<file path="config.mk">
export PLATFORM = sky130hd
export DESIGN_NAME = db_tc_sched
export DESIGN_NICKNAME = d
export VERILOG_FILES = /design/src/rtl/db_tc_sched.sv
export SDC_FILE = /design/constraint.sdc
export NUM_CORES = 1
export LEC_CHECK = 0
export BUFFER_PORTS_ARGS = -buffer_cell sky130_fd_sc_hd__buf_4
export CAP_MARGIN = 20
export CORE_ASPECT_RATIO = 1.5
export CORE_UTILIZATION = 30
export CTS_CLUSTER_DIAMETER = 60
export DETAILED_ROUTE_END_ITERATION = 8
export GPL_TIMING_DRIVEN = 1
export HOLD_SLACK_MARGIN = 0.06
export PLACE_DENSITY_LB_ADDON = 0.12
export SLEW_MARGIN = 20
export SYNTH_ARGS = -nofsm -noshare
export SYNTH_HDL_FRONTEND = slang
export SYNTH_SLANG_ARGS = --single-unit
</file>
<file path="constraint.sdc">
create_clock -name clk -period 2.7 [get_ports clk]
set_clock_uncertainty 0.2 [all_clocks]
set_input_delay 0.405 -clock clk [delete_from_list [all_inputs] [get_ports clk]]
set_output_delay 0.405 -clock clk [all_outputs]
set_load 0.005 [all_outputs]
</file>
<file path="src/rtl/db_tc_sched.sv">
// db_tc_sched: round-robin scheduler sharing one combinational tc LUT between the
// vertical and horizontal deblocking engines. Define DB_TC_OFFSET_EN for slice tc offset.
`ifndef INTER
`define INTER 1'b0
`endif
`ifndef INTRA
`define INTRA 1'b1
`endif

module db_tc_sched #(
    parameter int QP_MAX = 51
) (
    input  logic       clk,
    input  logic       rst,
    input  logic       req0_valid_i,
    output logic       req0_ready_o,
    input  logic [5:0] req0_qp_p_i,
    input  logic [5:0] req0_qp_q_i,
    input  logic [1:0] req0_bs_i,
    input  logic       req1_valid_i,
    output logic       req1_ready_o,
    input  logic [5:0] req1_qp_p_i,
    input  logic [5:0] req1_qp_q_i,
    input  logic [1:0] req1_bs_i,
    output logic       rsp_valid_o,
    input  logic       rsp_ready_i,
    output logic       rsp_id_o,
    output logic [4:0] rsp_tc_o,
    output logic [5:0] lut_qp_o,
    output logic       lut_type_o,
    input  logic [4:0] lut_tc_i,
    output logic       busy_o
`ifdef DB_TC_OFFSET_EN
    ,
    input  logic [3:0] tc_offset_div2_i
`endif
);

    localparam logic [5:0] QP_MAX_IDX = 6'(QP_MAX);

    typedef enum logic [1:0] {
        IDLE = 2'd0,
        CALC = 2'd1,
        RESP = 2'd2
    } state_t;

    state_t     state_reg, state_next;
    logic       rr_ptr_reg, rr_ptr_next;
    logic       id_reg, id_next;
    logic [1:0] bs_reg, bs_next;
    logic [5:0] lut_qp_reg, lut_qp_next;
    logic       lut_type_reg, lut_type_next;
    logic       rsp_valid_reg, rsp_valid_next;
    logic       rsp_id_reg, rsp_id_next;
    logic [4:0] rsp_tc_reg, rsp_tc_next;

    logic [1:0] req_valid;
    logic [5:0] req_qp_p [2];
    logic [5:0] req_qp_q [2];
    logic [1:0] req_bs   [2];
    logic [5:0] req_idx  [2];
    logic [1:0] req_bs_eff [2];
    logic [1:0] gnt;
    logic       gnt_id;

    assign req_valid   = {req1_valid_i, req0_valid_i};
    assign req_qp_p[0] = req0_qp_p_i;
    assign req_qp_p[1] = req1_qp_p_i;
    assign req_qp_q[0] = req0_qp_q_i;
    assign req_qp_q[1] = req1_qp_q_i;
    assign req_bs[0]   = req0_bs_i;
    assign req_bs[1]   = req1_bs_i;

    // Each requester gets its own index path so the grant mux sits after the clip.
    for (genvar gi = 0; gi < 2; gi++) begin : g_req
        logic [6:0] qp_sum;
        logic [6:0] qp_avg;

        assign qp_sum = {1'b0, req_qp_p[gi]} + {1'b0, req_qp_q[gi]} + 7'd1;
        assign qp_avg = {1'b0, qp_sum[6:1]};

`ifdef DB_TC_OFFSET_EN
        localparam logic signed [7:0] QP_MAX_S = 8'(QP_MAX);
        logic signed [7:0] idx_s;

        assign idx_s = $signed({1'b0, qp_avg})
                     + $signed({{3{tc_offset_div2_i[3]}}, tc_offset_div2_i, 1'b0});
        assign req_idx[gi] = idx_s[7]          ? 6'd0 :
                             (idx_s > QP_MAX_S) ? QP_MAX_IDX : idx_s[5:0];
`else
        assign req_idx[gi] = (qp_avg > {1'b0, QP_MAX_IDX}) ? QP_MAX_IDX : qp_avg[5:0];
`endif

        // bs 3 is not a legal strength; fold it onto the strongest filter.
        assign req_bs_eff[gi] = (req_bs[gi] == 2'd3) ? 2'd2 : req_bs[gi];
    end

    assign gnt[0] = (state_reg == IDLE) && req_valid[0] && (!req_valid[1] || !rr_ptr_reg);
    assign gnt[1] = (state_reg == IDLE) && req_valid[1] && (!req_valid[0] ||  rr_ptr_reg);
    assign gnt_id = gnt[1];

    always_ff @(posedge clk) begin
        if (rst) begin
            state_reg <= IDLE;
        end else begin
            state_reg <= state_next;
        end
    end

    always_comb begin
        state_next     = state_reg;
        rr_ptr_next    = rr_ptr_reg;
        id_next        = id_reg;
        bs_next        = bs_reg;
        lut_qp_next    = lut_qp_reg;
        lut_type_next  = lut_type_reg;
        rsp_valid_next = rsp_valid_reg;
        rsp_id_next    = rsp_id_reg;
        rsp_tc_next    = rsp_tc_reg;
        case (state_reg)
            IDLE: begin
                if (gnt != 2'b00) begin
                    id_next       = gnt_id;
                    bs_next       = req_bs_eff[gnt_id];
                    lut_qp_next   = req_idx[gnt_id];
                    lut_type_next = (req_bs_eff[gnt_id] == 2'd2) ? `INTRA : `INTER;
                    state_next    = CALC;
                end
            end
            CALC: begin
                rsp_tc_next    = (bs_reg == 2'd0) ? 5'd0 : lut_tc_i;
                rsp_id_next    = id_reg;
                rsp_valid_next = 1'b1;
                state_next     = RESP;
            end
            RESP: begin
                if (rsp_ready_i) begin
                    rsp_valid_next = 1'b0;
                    rr_ptr_next    = ~rsp_id_reg;
                    state_next     = IDLE;
                end
            end
            default: state_next = IDLE;
        endcase
    end

    always_ff @(posedge clk) begin
        if (rst) begin
            rr_ptr_reg    <= 1'b0;
            id_reg        <= 1'b0;
            bs_reg        <= 2'd0;
            lut_qp_reg    <= 6'd0;
            lut_type_reg  <= `INTER;
            rsp_valid_reg <= 1'b0;
            rsp_id_reg    <= 1'b0;
            rsp_tc_reg    <= 5'd0;
        end else begin
            rr_ptr_reg    <= rr_ptr_next;
            id_reg        <= id_next;
            bs_reg        <= bs_next;
            lut_qp_reg    <= lut_qp_next;
            lut_type_reg  <= lut_type_next;
            rsp_valid_reg <= rsp_valid_next;
            rsp_id_reg    <= rsp_id_next;
            rsp_tc_reg    <= rsp_tc_next;
        end
    end

    assign req0_ready_o = gnt[0];
    assign req1_ready_o = gnt[1];
    assign rsp_valid_o  = rsp_valid_reg;
    assign rsp_id_o     = rsp_id_reg;
    assign rsp_tc_o     = rsp_tc_reg;
    assign lut_qp_o     = lut_qp_reg;
    assign lut_type_o   = lut_type_reg;
    assign busy_o       = (state_reg != IDLE);

endmodule
</file>
# Word-level counts from Yosys, hierarchy flattened
# Index checks and enable logic that the tools add are counted.
# op_classes
mux	17
magnitude_cmp	3
add_sub_neg	4
bitwise	2
reduce_logical	18
eq_ne	7
# ops
operator	count
$mux W6	5
$add A6 B6 Y7	2
$add A7 B1 Y7 const B	2
$mux W2	7
$gt A6 B6 Y1 const B	2
$eq A2 B2 Y1 const B	4
$reduce_and A2 Y1	4
$pmux W2 S3	1
$reduce_bool A2 Y1	3
$mux W5	1
$logic_and A1 B1 Y1	4
$logic_not A2 Y1	2
$logic_not A1 Y1	3
$eq A2 B1 Y1 const B	1
$ge A2 B2 Y1 const B	1
$logic_or A1 B1 Y1	2
$mux W1	2
$ne A2 B1 Y1 const B	1
$ne A2 B2 Y1 const B	1
$not A1 Y2	1
$pmux W1 S2	1
$not A1 Y1	1
# totals
output_inout_bits	17
reg_bits	20
word_cells	60

# Depth between registers and ports, before layout
# logic_depth
word_depth	9
depth_mapped	7
mapped_depth_nobuf	7

# Worst setup path before layout
# Ideal clock, no wire load.
# synth_path
kind	input to register
from	input req1_qp_p_i[5]
to	register lut_qp_reg[2] (netlist: lut_qp_o[2])
arrival_time_ns	1.913
stages	6
setup_slack_ns	0.507
required_ns	2.421
path_cell_list	ha_1 > and3b_1 > a2111oi_2 > nand3_1 > a221o_1 > a211oi_2
# synth_via
elab_chain_cells	7
# synth_rtl
element	line	source
start: declaration	22	input logic [5:0] req1_qp_p_i,
$add A6 B6 Y7	79	assign qp_sum = {1'b0, req_qp_p[gi]} + {1'b0, req_qp_q[gi]} + 7'd1;
$add A7 B1 Y7	79	
$gt A6 B6 Y1	91	assign req_idx[gi] = (qp_avg > {1'b0, QP_MAX_IDX}) ? QP_MAX_IDX : qp_avg[5:0];
$mux W6	91	
$mux W6 (implied by the code) (3 in series)	125	lut_qp_next = req_idx[gnt_id];
end signal: assignment	161	lut_qp_reg <= lut_qp_next;
end: declaration	51	logic [5:0] lut_qp_reg, lut_qp_next;
# No other way between the ends. The select of a mux whose other input is x is not followed.
# A chain may end at the register's enable or synchronous reset.

# Final worst setup path
# layout_path
from	register state_reg[0]
to	output req0_ready_o
# layout_via
elab_chain_cells	3
# layout_rtl
element	line	source
start: declaration	47	state_t state_reg, state_next;
start signal: assignment	106	state_reg <= state_next;
$logic_not A2 Y1	98	assign gnt[0] = (state_reg == IDLE) && req_valid[0] && (!req_valid[1] || !rr_ptr_reg);
$logic_and A1 B1 Y1 (2 in series)	98	
end: declaration	16	output logic req0_ready_o,
# No other way between the ends.

==> summary.md <==
| Metric | Value |
|---|---|
| Status | finished, violations left |
| Failing checks | DRC |
| Synth Area per Inst | 8.092 µm² |
| Leakage | 0.8611 nW |
| Detailed Place HPWL | 2.815 mm |
| Post-route setup slack | 0.4647 ns |
| Full die area | 4838 µm² |
| Final hold viol count | 0 |
| Ranking of synthesized cells by area | dfxtp_1, ha_1, nor2_1 |
| N_diodes | 0 |
| Clock-pin transition on the worst setup and hold timing paths | 0.08 ns |
| Global-route wire length before repair | 5.796 mm |
| Register-to-Register Path Depth | 5 |
| Routed via count | 1,437 |
| Width of the die | 57.13 µm |
| Power Density | 499.6 nW/µm² |
| NumNets Final | 275 |
| Initial antenna violation count | 0 |
| Vias per cell | 5.322 |
| Worst vdd ir | 0.0002160 V |
| Final min period | 2.235 ns |
| CTS Hold Buffers Added | 0 |
| Max_slew headroom | 0.6673 |
| Slowest stage cell, crit path | nand3_1 |
| Crit path kind | reg -> out |
| Grt ovf | 0 |
| CTS max path bufs | 2 |
| CTS Buf Count | 3 |
| Worst-margin pin slew | 0.4976 ns |
| Critical path depth | 4 |
| # clock sinks | 20 |
| WL/cell | 12.89 µm |
| Routed wire length | 3.480 mm |
| Mapped Cells | 169 |
| GP Congestion | 0.7844 |
| Final Hold Slack | 0.1744 ns |
| Post-synthesis sequential area ratio | 0.2928 |
| Leading area contributor after synthesis | dfxtp_1 |
| TritonCTS clock tree | built |
| Hold path cells | 3 |
| Starting DRT DRC Count | 69 |
| CP Buf/Inv Count | 2 |
| Synth cell count leaders | nor2_1, dfxtp_1, a21oi_1, nand2_1 |
| Vias in the first global route | 1,335 |
| Post-Syn Nets | 219 |
| Core area | 4318 µm² |
| Largest register FFs | 6 |
| Number of flops mapped to enable cells by yosys | 0 |
| Fin. max-slew vios | 0 |
| Max-cap violation count | 0 |
| Setup_tns | 0 ns |
| Asr flop ratio synth | 0 |
| Unrepaired setup endpoints after global routing | false |
| Pre-CTS WS | 0.2396 ns |
| Std cell rows | 29 |
| Number of port buffers | 54 |
| Worst skew pair latency | 0.26 ns |
| Ports | 55 |
| Setup Buffers After CTS | 0 |
| DR pass1 iterations | 6 |
| Crit share post-route | 0.8279 |
| H-tree depth | 1 |
| CP max stage delay | 0.41 ns |
| Kind of cell adding the most delay to the critical path | simple AND/OR/NAND/NOR gates |
| Area growth, synth to finish | 38.24% |
| Yosys top cell area share | 0.2928 |
| Startpoint Class | flip-flop |
| Critical Path Fanout Max | 11 |
| Arrival @ worst endpoint | 1.63 ns |
| Largest net degree at the start of global routing | 15 |
| Final Setup Violations | 0 |
| Synth warnings | 0 |
| Hold WC Path Type | in -> reg |
| Ys flop type | dfxtp_1 |
| Starting Density | 0.3167 |
| Die H | 84.69 µm |
| All-Layer GR Usage | 0.1523 |
| FMAX | 447.4 MHz |
| Synthesized flop and latch total | 20 |
| CP endpoint kind | primary output |
| CP required | 2.10 ns |
| Gates resized, CTS repair | 0 |
| CP cell instances | nor2_1 -> nand3_1 -> inv_2 -> buf_4 |
| Root buffer cell | clkbuf_8 |
| DRC | 6 |
| Share of cells above drive strength 1 | 0.2857 |
| Yosys cell types | 40 |
| Final ANT Viol Nets | 0 |
| Count leader, synth | nor2_1 |
| Post-Syn Area | 1368 µm² |
[power breakdown]
part,internal [W],leakage (nW),switching [W]
logic,0.000151,0.661,0.000155
registers,0.000321,0.164,0.0000166
clock network,0.000198,0.0357,0.000103
total,0.000670,0.861,0.000274
[cell type report]
type                       instances  area [µm²]
fill                             471        2427
multi-input combinational        134       910.9
timing repair buffer              54       405.4
sequential                        20       400.4
tap                               46       57.56
inverter                          12       45.04
clock buffer                       3       41.29
clock inverter                     1       30.03
[worst paths after layout]
path,start,to,slack (ns)
max,state_reg[0]$_SDFFE_PP0P_,req0_ready_o,0.46
min,lut_tc_i[2],rsp_tc_o[2]$_SDFFE_PP0P_,0.17
max reg2reg,state_reg[0]$_SDFFE_PP0P_,lut_qp_o[4]$_SDFFE_PP0P_,0.75
min reg2reg,lut_type_o$_SDFFE_PP0P_,lut_type_o$_SDFFE_PP0P_,0.26
[metrics by stage]
step | instances | area [µm²] | power, W | utilization
6_report | 270 | 1891 | 0.0009445 | 0.4378
5_1_grt | 270 | 1891 | 0.001008 | 0.4378
4_1_cts | 270 | 1891 | 0.0009565 | 0.4378
3_5_place_dp | 266 | 1819 | 0.0006513 | 0.4213
3_3_place_gp | 266 | 1819 | 0.0006520 | 0.4213
2_1_floorplan | 169 | 1368 | 0.0005258 | -
[worst register-to-register path, cell delays in order, from the launching register on]
cell	delay [ns]
dfxtp_1	0.35
nor2_1	0.20
nand3_1	0.41
a2111o_1	0.52
o211ai_1	0.11
nor2_1	0.05
[kinds of logic after synthesis]
family	after synthesis	synth area share
AOI/OAI and AO/OA	57	0.2827
buffers and inverters	15	0.04118
xor gates and xnor gates	8	0.05124
and+or+nand+nor	55	0.1967
muxes	2	0.01464
DFF	20	0.2928
adders and majority gates	12	0.1208
[per-layer routing]
layer,global-route usage,wire [µm],vias up
li1,-,-,728
met1,0.1758,1461,661
met2,0.2717,1834,44
met3,0.02465,153,4
met4,0.06430,30,0
met5,0,0,-
[layout by cell type, fill, tap and decap left out, drive strengths merged, types with 2 or more instances in the layout]
cell	count
xor2	7
ha	10
a211oi	5
fa	2
nand3b	3
nor3	2
o211ai	5
nor2	21
inv	12
a21oi	12
mux2i	2
nand2b	4
o22ai	4
a2111oi	2
o21ai	12
nand3	4
nor3b	3
nand2	11
clkbuf	3
a22oi	6
and2	3
dfxtp	20
buf	54
a31oi	3
Power figures use the tool's default switching activity.
